**src/rtl/wb_arbiter_if.sv**
```systemverilog
// Writeback arbiter bus bundle: ALU and LSU result ports, issue-stage
// scoreboard query, and the register-file write port.
// master = producers / issue stage / regfile side, slave = the arbiter.
interface wb_arbiter_if;
  logic        alu_valid;
  logic        alu_ready;
  logic [4:0]  alu_rd;
  logic [63:0] alu_data;
  logic        lsu_valid;
  logic        lsu_ready;
  logic [4:0]  lsu_rd;
  logic [63:0] lsu_data;
  logic        iss_valid;
  logic [4:0]  iss_rd;
  logic [4:0]  rs1;
  logic [4:0]  rs2;
  logic        busy_rs1;
  logic        busy_rs2;
  logic [4:0]  wb_rd;
  logic [63:0] wb_out;

  modport master (
    output alu_valid, alu_rd, alu_data,
    output lsu_valid, lsu_rd, lsu_data,
    output iss_valid, iss_rd, rs1, rs2,
    input  alu_ready, lsu_ready, busy_rs1, busy_rs2, wb_rd, wb_out
  );

  modport slave (
    input  alu_valid, alu_rd, alu_data,
    input  lsu_valid, lsu_rd, lsu_data,
    input  iss_valid, iss_rd, rs1, rs2,
    output alu_ready, lsu_ready, busy_rs1, busy_rs2, wb_rd, wb_out
  );
endinterface

```
**src/rtl/wb_arbiter.sv**
```systemverilog
// wb_arbiter: merges fixed-latency ALU results and FIFO-buffered LSU load
// results into the single register-file write port (one write per cycle).
// The LSU FIFO head may lose to the ALU at most MAX_WAIT times in a row,
// after which it forces its slot and the ALU is stalled for that cycle.
// Optional feature: define WB_SCOREBOARD_EN to build the pending-register
// scoreboard used by the issue stage for RAW interlock; otherwise
// busy_rs1/busy_rs2 are tied low and the issue/query inputs are ignored.
module wb_arbiter #(
  parameter int LSU_DEPTH = 4,
  parameter int MAX_WAIT  = 8
) (
  input  logic        clk,
  input  logic        rst_n,
  wb_arbiter_if.slave bus
);

  localparam int AW = $clog2(LSU_DEPTH);
  localparam int PW = AW + 1;
  localparam int WW = $clog2(MAX_WAIT + 1);
  localparam logic [WW-1:0] WAIT_MAX = WW'(MAX_WAIT);

  // FIFO storage (data only, never reset) and control pointers
  logic [4:0]    r_mem_rd   [LSU_DEPTH];
  logic [63:0]   r_mem_data [LSU_DEPTH];
  logic [PW-1:0] r_wr_ptr;
  logic [PW-1:0] r_rd_ptr;
  logic [WW-1:0] r_wait;

  logic [4:0]    r_wb_rd;
  logic [63:0]   r_wb_out;

  logic          w_empty;
  logic          w_full;
  logic          w_force;
  logic          w_alu_win;
  logic          w_pop;
  logic          w_push;
  logic [4:0]    w_head_rd;
  logic [63:0]   w_head_data;
  logic [4:0]    w_win_rd;
  logic [63:0]   w_win_data;

  // Pointers carry one extra wrap bit: equal = empty, equal index with
  // differing wrap bit = full.
  assign w_empty = (r_wr_ptr == r_rd_ptr);
  assign w_full  = (r_wr_ptr[AW] != r_rd_ptr[AW]) &&
                   (r_wr_ptr[AW-1:0] == r_rd_ptr[AW-1:0]);

  assign w_head_rd   = r_mem_rd[r_rd_ptr[AW-1:0]];
  assign w_head_data = r_mem_data[r_rd_ptr[AW-1:0]];

  // A starved head takes the slot unconditionally; the ALU must hold.
  assign w_force   = !w_empty && (r_wait == WAIT_MAX);
  assign w_alu_win = !w_force && bus.alu_valid && (bus.alu_rd != 5'd0);
  // Pop on force, or whenever the ALU has nothing real to write.
  assign w_pop     = !w_empty && !w_alu_win;
  // rd=0 loads are accepted but never stored.
  assign w_push    = bus.lsu_valid && !w_full && (bus.lsu_rd != 5'd0);

  assign w_win_rd   = w_alu_win ? bus.alu_rd   : (w_pop ? w_head_rd   : 5'd0);
  assign w_win_data = w_alu_win ? bus.alu_data : w_head_data;

  assign bus.alu_ready = !w_force;
  assign bus.lsu_ready = !w_full;
  assign bus.wb_rd     = r_wb_rd;
  assign bus.wb_out    = r_wb_out;

  // Write an accepted load into the tail slot.
  always_ff @(posedge clk) begin
    if (w_push) begin
      r_mem_rd[r_wr_ptr[AW-1:0]]   <= bus.lsu_rd;
      r_mem_data[r_wr_ptr[AW-1:0]] <= bus.lsu_data;
    end
  end

  // Advance FIFO pointers on push/pop; reset discards all contents.
  always_ff @(posedge clk or negedge rst_n) begin
    if (!rst_n) begin
      r_wr_ptr <= '0;
      r_rd_ptr <= '0;
    end else begin
      if (w_push) r_wr_ptr <= r_wr_ptr + PW'(1);
      if (w_pop)  r_rd_ptr <= r_rd_ptr + PW'(1);
    end
  end

  // Count consecutive ALU wins over a waiting FIFO head, saturating.
  always_ff @(posedge clk or negedge rst_n) begin
    if (!rst_n) begin
      r_wait <= '0;
    end else if (w_pop || w_empty) begin
      r_wait <= '0;
    end else if (w_alu_win && (r_wait != WAIT_MAX)) begin
      r_wait <= r_wait + WW'(1);
    end
  end

  // Register the winning write; data holds when there is no winner.
  always_ff @(posedge clk or negedge rst_n) begin
    if (!rst_n) begin
      r_wb_rd  <= 5'd0;
      r_wb_out <= 64'd0;
    end else begin
      r_wb_rd <= w_win_rd;
      if (w_win_rd != 5'd0) r_wb_out <= w_win_data;
    end
  end

`ifdef WB_SCOREBOARD_EN
  logic [31:1] r_pending;
  logic [31:0] w_pend_full;

  // Track outstanding destinations; an issue in the same cycle as the
  // write-back of the same rd keeps it pending.
  always_ff @(posedge clk or negedge rst_n) begin
    if (!rst_n) begin
      r_pending <= '0;
    end else begin
      for (int i = 1; i < 32; i++) begin
        if (bus.iss_valid && (bus.iss_rd == 5'(i)))
          r_pending[i] <= 1'b1;
        else if (w_win_rd == 5'(i))
          r_pending[i] <= 1'b0;
      end
    end
  end

  // x0 is never pending.
  assign w_pend_full  = {r_pending, 1'b0};
  assign bus.busy_rs1 = (bus.rs1 != 5'd0) && w_pend_full[bus.rs1];
  assign bus.busy_rs2 = (bus.rs2 != 5'd0) && w_pend_full[bus.rs2];
`else
  logic w_unused_sb;
  assign w_unused_sb  = ^{bus.iss_valid, bus.iss_rd, bus.rs1, bus.rs2};
  assign bus.busy_rs1 = 1'b0;
  assign bus.busy_rs2 = 1'b0;
`endif

endmodule

```
**src/flat_wrapper.sv**
```systemverilog
// flat-port wrapper written by rule: the top's interface ports become plain ports
module wb_arbiter_flat 
#(
  parameter int LSU_DEPTH = 4,
  parameter int MAX_WAIT  = 8
)
  (clk, rst_n, bus_alu_valid, bus_alu_rd, bus_alu_data, bus_lsu_valid, bus_lsu_rd, bus_lsu_data, bus_iss_valid, bus_iss_rd, bus_rs1, bus_rs2, bus_alu_ready, bus_lsu_ready, bus_busy_rs1, bus_busy_rs2, bus_wb_rd, bus_wb_out);
  wb_arbiter_if bus_i ();
  input  logic clk;
  input  logic rst_n;
  input wire logic [$bits(bus_i.alu_valid)-1:0] bus_alu_valid;
  input wire logic [$bits(bus_i.alu_rd)-1:0] bus_alu_rd;
  input wire logic [$bits(bus_i.alu_data)-1:0] bus_alu_data;
  input wire logic [$bits(bus_i.lsu_valid)-1:0] bus_lsu_valid;
  input wire logic [$bits(bus_i.lsu_rd)-1:0] bus_lsu_rd;
  input wire logic [$bits(bus_i.lsu_data)-1:0] bus_lsu_data;
  input wire logic [$bits(bus_i.iss_valid)-1:0] bus_iss_valid;
  input wire logic [$bits(bus_i.iss_rd)-1:0] bus_iss_rd;
  input wire logic [$bits(bus_i.rs1)-1:0] bus_rs1;
  input wire logic [$bits(bus_i.rs2)-1:0] bus_rs2;
  output wire logic [$bits(bus_i.alu_ready)-1:0] bus_alu_ready;
  output wire logic [$bits(bus_i.lsu_ready)-1:0] bus_lsu_ready;
  output wire logic [$bits(bus_i.busy_rs1)-1:0] bus_busy_rs1;
  output wire logic [$bits(bus_i.busy_rs2)-1:0] bus_busy_rs2;
  output wire logic [$bits(bus_i.wb_rd)-1:0] bus_wb_rd;
  output wire logic [$bits(bus_i.wb_out)-1:0] bus_wb_out;
  assign bus_i.alu_valid = bus_alu_valid;
  assign bus_i.alu_rd = bus_alu_rd;
  assign bus_i.alu_data = bus_alu_data;
  assign bus_i.lsu_valid = bus_lsu_valid;
  assign bus_i.lsu_rd = bus_lsu_rd;
  assign bus_i.lsu_data = bus_lsu_data;
  assign bus_i.iss_valid = bus_iss_valid;
  assign bus_i.iss_rd = bus_iss_rd;
  assign bus_i.rs1 = bus_rs1;
  assign bus_i.rs2 = bus_rs2;
  assign bus_alu_ready = bus_i.alu_ready;
  assign bus_lsu_ready = bus_i.lsu_ready;
  assign bus_busy_rs1 = bus_i.busy_rs1;
  assign bus_busy_rs2 = bus_i.busy_rs2;
  assign bus_wb_rd = bus_i.wb_rd;
  assign bus_wb_out = bus_i.wb_out;
  wb_arbiter #(.LSU_DEPTH(LSU_DEPTH), .MAX_WAIT(MAX_WAIT)) u_core (.clk(clk), .rst_n(rst_n), .bus(bus_i));
endmodule
```
**config.mk**
```make
export PLATFORM = sky130hd
export DESIGN_NAME = wb_arbiter_flat
export DESIGN_NICKNAME = d
export VERILOG_FILES = /design/src/rtl/wb_arbiter_if.sv /design/src/rtl/wb_arbiter.sv /design/src/flat_wrapper.sv
export SDC_FILE = /design/constraint.sdc
export NUM_CORES = 1
export LEC_CHECK = 0
export BUFFER_PORTS_ARGS = -buffer_cell sky130_fd_sc_hd__buf_2
export CAP_MARGIN = 30
export CELL_PAD_IN_SITES_DETAIL_PLACEMENT = 1
export CELL_PAD_IN_SITES_GLOBAL_PLACEMENT = 2
export CORE_MARGIN = 2
export CORE_UTILIZATION = 38
export DETAILED_ROUTE_END_ITERATION = 6
export PLACE_DENSITY = 0.73
export REMOVE_ABC_BUFFERS = 1
export SETUP_SLACK_MARGIN = 0.02
export SYNTH_ARGS = -nofsm -noshare
export SYNTH_HDL_FRONTEND = slang
export SYNTH_SLANG_ARGS = --single-unit
```
**constraint.sdc**
```tcl
create_clock -name clk -period 3.2 [get_ports clk]
set_clock_uncertainty 0.2 [all_clocks]
set_input_delay 0.16 -clock clk [delete_from_list [all_inputs] [get_ports clk]]
set_output_delay 0.16 -clock clk [all_outputs]
set_load 0.01 [all_outputs]
```
# [Yosys cells after proc, flatten, opt, wreduce, memory -nomap -nowiden]
# Memory sizes are Yosys's and may differ from the RTL's.
# Cells that the tools add are included.
[totals] regBits=79 mem_bits_rw=276 in_bits=158 n_memories=2
[classes] add_sub_neg=3 n_eq_ne=5 mux=7 reduce_logical=17
[mem_list] name="u_core.r_mem_data" words=4 width=64 rd=1 rd_clocked_by_memory_dff=0 write_ports=1 line="wb_arbiter.sv:24" text="logic [63:0] r_mem_data [LSU_DEPTH];"
[mem_list] name="u_core.r_mem_rd" words=4 width=5 rd=1 rd_clocked_by_memory_dff=0 write_ports=1 line="wb_arbiter.sv:23" text="logic [4:0] r_mem_rd [LSU_DEPTH];"
[ops] operator="$mux W64" n=1
[ops] operator="$reduce_bool A5 Y1" n=3
[ops] operator="$mux W5" n=2
[ops] operator="$logic_and A1 B1 Y1" n=8
[ops] operator="$mux W4" n=2
[ops] operator="$add A3 B1 Y3 const B" n=2
[ops] operator="$add A4 B1 Y4 const B" n=1
[ops] operator="$eq A4 B4 Y1 const B" n=1
[ops] operator="$logic_not A1 Y1" n=4
[ops] operator="$ne A4 B4 Y1 const B" n=1
[ops] operator="$eq A3 B3 Y1" n=1
[ops] operator="$eq A2 B2 Y1" n=1
[ops] operator="$mux W1" n=2
[ops] operator="$reduce_bool A2 Y1" n=1
[ops] operator="$logic_or A1 B1 Y1" n=1
[ops] operator="$ne A1 B1 Y1" n=1

# [Depth between registers and ports, before layout]
[depth] depth_word=11 mapped_depth=9

# [Worst setup path after synthesis]
# OpenSTA, ideal clock, no wires.
[synth_path] path_type="register -> register" from="register u_core.r_rd_ptr[1]" to="memory u_core.r_mem_data[3][0] (enable)" setup_time_ns=0.436 arrival_ns=2.851 required_ns=2.564 path_slack_ns=-0.287 stages_incl_launch_ff=6 cell_sequence="dfrtp_1 > clkbuf_1 > xnor2_1 > nand3_1 > o311a_1 > and2_1"
[synth_between] elab_chain_cells=7
[synth_lines] element="start, declared" line="wb_arbiter.sv:26" text="logic [PW-1:0] r_rd_ptr;"
[synth_lines] element="start signal, assigned" line="wb_arbiter.sv:83" text="if (w_pop) r_rd_ptr <= r_rd_ptr + PW'(1);"
[synth_lines] element="$eq A2 B2 Y1" line="wb_arbiter.sv:47" text="(r_wr_ptr[AW-1:0] == r_rd_ptr[AW-1:0]);"
[synth_lines] element="$logic_and A1 B1 Y1" line="wb_arbiter.sv:46" text="assign w_full = (r_wr_ptr[AW] != r_rd_ptr[AW]) &&"
[synth_lines] element="$logic_not A1 Y1"
[synth_lines] element="net bus_lsu_ready" line="flat_wrapper.sv:22" text="output wire logic [$bits(bus_i.lsu_ready)-1:0] bus_lsu_ready;"
[synth_lines] element="$logic_and A1 B1 Y1 (2 in series)" line="wb_arbiter.sv:58" text="assign w_push = bus.lsu_valid && !w_full && (bus.lsu_rd != 5'd0);"
[synth_lines] element="$mux W1" line="wb_arbiter.sv:70" text="if (w_push) begin"
[synth_lines] element="$mux W1 (not written as such)" line="wb_arbiter.sv:72" text="r_mem_data[r_wr_ptr[AW-1:0]] <= bus.lsu_data;"
[synth_lines] element="end, declared" line="wb_arbiter.sv:24"
# The timed path passes the listed nets, and every way through them passes these cells.

# [Worst setup path after layout]
[layout_path] from="register u_core.r_rd_ptr[0]" to="register u_core.r_wb_out[37], in the netlist u_core.bus.wb_out[37]"
[layout_between] elab_chain_cells=11 elab_cells_between_ends=14
[layout_lines] element="$eq A3 B3 Y1" line="wb_arbiter.sv:45" text="assign w_empty = (r_wr_ptr == r_rd_ptr);"
[layout_lines] element="$logic_not A1 Y1" line="wb_arbiter.sv:53, wb_arbiter.sv:56"
[layout_lines] element="$logic_and A1 B1 Y1" line="wb_arbiter.sv:53" text="assign w_force = !w_empty && (r_wait == WAIT_MAX);"
[layout_lines] element="$logic_not A1 Y1" line="wb_arbiter.sv:54" text="assign w_alu_win = !w_force && bus.alu_valid && (bus.alu_rd != 5'd0);"
[layout_lines] element="$logic_and A1 B1 Y1 (2 in series)" line="wb_arbiter.sv:54"
[layout_lines] element="$logic_not A1 Y1" line="wb_arbiter.sv:56" text="assign w_pop = !w_empty && !w_alu_win;"
[layout_lines] element="$logic_and A1 B1 Y1" line="wb_arbiter.sv:56"
[layout_lines] element="$mux W5 (2 in series)" line="wb_arbiter.sv:60" text="assign w_win_rd = w_alu_win ? bus.alu_rd : (w_pop ? w_head_rd : 5'd0);"
[layout_lines] element="$reduce_bool A5 Y1" line="wb_arbiter.sv:105" text="if (w_win_rd != 5'd0) r_wb_out <= w_win_data;"
[layout_lines] element="end signal, assigned" line="wb_arbiter.sv:105"
[layout_lines] element="end, declared" line="wb_arbiter.sv:30" text="logic [63:0] r_wb_out;"
# Parallel ways exist; a longest one is shown, timed or not.
# A chain may end at the register's enable or synchronous reset.

==> metrics <==
CTS tree done; Final GP Congestion 0.696; fin util 0.510; Mapped Area 0.0139 mm²; hold buffer count at cts 147; final wirelength 31.0 mm; Max VDD drop 0.614 mV; Clock Latency Late Sink 520 ps; CTS root buf clkbuf_16; Final min period 2950 ps; Synth area leader edfxtp_1; worst slew pin tran 763 ps; maxcap violations 0; first drt pass iteration count 4; first-pass GRT wire length 49.3 mm; Final ANT Viol Nets 0; ys async rst share 0.223; DIE AREA 0.0381 mm²; endpoints failing setup 0; fmax 340 MHz; final max-slew violation count 0; IO Port Bufs 212; RSZ-0062 raised after global routing no; initial DRC count 399; crit end category flip-flop; Post-layout nets 1205; Pleak 6.82 nW; top cells by area, synth edfxtp_1 (60%), dfrtp_1 (14%), mux4_2 (11%); Seq/Total Area, Yosys 0.739; FILL cells 3405; Tot Pwr 16.2 mW; vias in the first global route 8642; Ports 231; Yosys top cell area share 0.597; All-Layer GR Usage 0.168; initial antenna violation count 2; grt ovf 0; main combinational cell family by area after synthesis multiplexers; Syn-to-layout area delta 33.1%; Post-Synth XOR/XNOR Area 0.00568; endpoints failing hold 0; Post-Synth Simple-Gate Area 0.0105; Synth Area per Inst 21.4 µm²; Die X-Extent 195 µm; detailed-route via count 7478; Core Box Area 0.0363 mm²; outcome complete, no violations; clock sinks 355; Commonest cells post-synth edfxtp_1 (276), mux2_2 (117), dfrtp_1 (79); clk slew on worst S/H paths 60 ps; total CTS buffers 39; Adder-Cell Fraction of Synth Area 0.00631; required time of the critical path 3400 ps; Worst slew margin 0.491; Initial Util 0.383; post-synthesis compound-gate area fraction 0.00721; layout cells sized above 1 0.451; post_cts resized 0; CP Data Arrival Time 3150 ps; Pwr Density 879 mW/mm²; R2R setup slack 250 ps; fin crit share 0.920; Post-synth EDFFs 276; Post-Syn Instances 649; CTS Buffer Depth 3; buffer count from post-CTS setup fixing 0; CTS HTree Levels 2; crit-path max FO 22; YS warnings 0; flops & latches, synth 355; DRC viols 0; crit start category flip-flop; largest net degree at the start of global routing 50; Crit Path Class reg2reg; Core Rows 70; most common cell in the netlist edfxtp_1; Primary FF master, synth edfxtp_1; multiplexer share of the synthesized area 0.217; Hold Path Class in2async; Distinct cells, synth 30; Detailed Place HPWL 18.9 mm; Die H 195 µm; DR vias/cell 4.86; Wirelength per Cell 20.1 µm
==> critical path: stages (launching register included) <==
cell	delay, ps
dfrtp_4	500
mux4_2	570
or3_1	440
a211oi_4	330
buf_4	380
mux2_2	380
==> sequential cells by signal, summed over array words and instances (netlist names) <==
| name | cells |
|---|---|
| u_core.bus.wb_out | 64 |
| u_core.r_mem_data | 256 |
| u_core.r_wr_ptr | 3 |
| u_core.r_rd_ptr | 3 |
| u_core.r_mem_rd | 20 |
| u_core.bus.wb_rd | 5 |
| u_core.r_wait | 4 |
==> layer usage <==
metal | track usage | routed length, µm | vias to the layer above
met4 | 0.0427 | 538 | 2
met3 | 0.0302 | 1170 | 42
met1 | 0.215 | 13200 | 3873
met2 | 0.297 | 16100 | 160
li1 | - | - | 3401
met5 | 0 | 13 | -
==> metrics by stage <==
stage                     TNS (ps)  instances  setup slack (ps)  hold WS (ps)  cell area, µm²
after floorplan           -1086820        618             -5430          -336           13700
after global placement           0       1318               219           173           15700
after detailed placement         0       1320               229         -50.3           15700
after global routing             0       1539               160          52.4           18500
after CTS                        0       1538               231          47.2           18500
final                            0       1539               255          49.5           18500
==> power breakdown <==
| part | switching, mW | internal (mW) |
|---|---|---|
| Combinational | 2.43 | 2.53 |
| Clock | 1.75 | 2.74 |
| Sequential | 0.440 | 6.36 |
| Total | 4.62 | 11.6 |
==> area by class of cell <==
class / count / area [µm²] / area share
flip-flops and latches: 355 / 10300 / 0.556
multi-input cells: 258 / 3450 / 0.187
repair buffers: 381 / 2860 / 0.155
well taps: 468 / 586 / 0.0317
clock buffers: 55 / 1110 / 0.0600
clock inverters: 16 / 176 / 0.00955
diodes: 1 / 2.50 / 0.000135
inverters: 5 / 18.8 / 0.00102
==> placed cells by master (no fill, tap or decap), drive strengths merged, types with 6 or more instances in the layout <==
master       instances
mux4                69
edfxtp             276
inv                  6
clkinv              11
dfrtp               79
buf                235
clkbuf              55
dlygate4sd3        146
mux2               129
nand2               12
ha                   7
==> cell families (layout without fill, tap and decap cells) <==
| group | after synthesis | after routing |
|---|---|---|
| xor gates and xnor gates | 9 | 9 |
| other | 1 | 3 |
| buffers and inverters | 37 | 457 |
| muxes | 198 | 198 |
| adders and majority gates | 7 | 7 |
| DFF | 355 | 355 |
| and+or+nand+nor | 30 | 30 |
| AOI/OAI and AO/OA | 12 | 12 |
==> path summary, 6_finish.rpt <==
kind                                       startpoint                      end  cells after the start
worst max-delay path               u_core.r_rd_ptr[0]    u_core.bus.wb_out[37]                      5
worst min-delay path                            rst_n    u_core.bus.wb_out[12]                      3
worst max register to register     u_core.r_rd_ptr[0]    u_core.bus.wb_out[37]                      5
worst min register to register  u_core.bus.wb_out[16]    u_core.bus.wb_out[16]                      1
max in group asynchronous                       rst_n     u_core.bus.wb_out[5]                      3
min in group clk                      bus_lsu_data[6]  u_core.r_mem_data[0][6]                      2
Power figures use the tool's default switching activity.
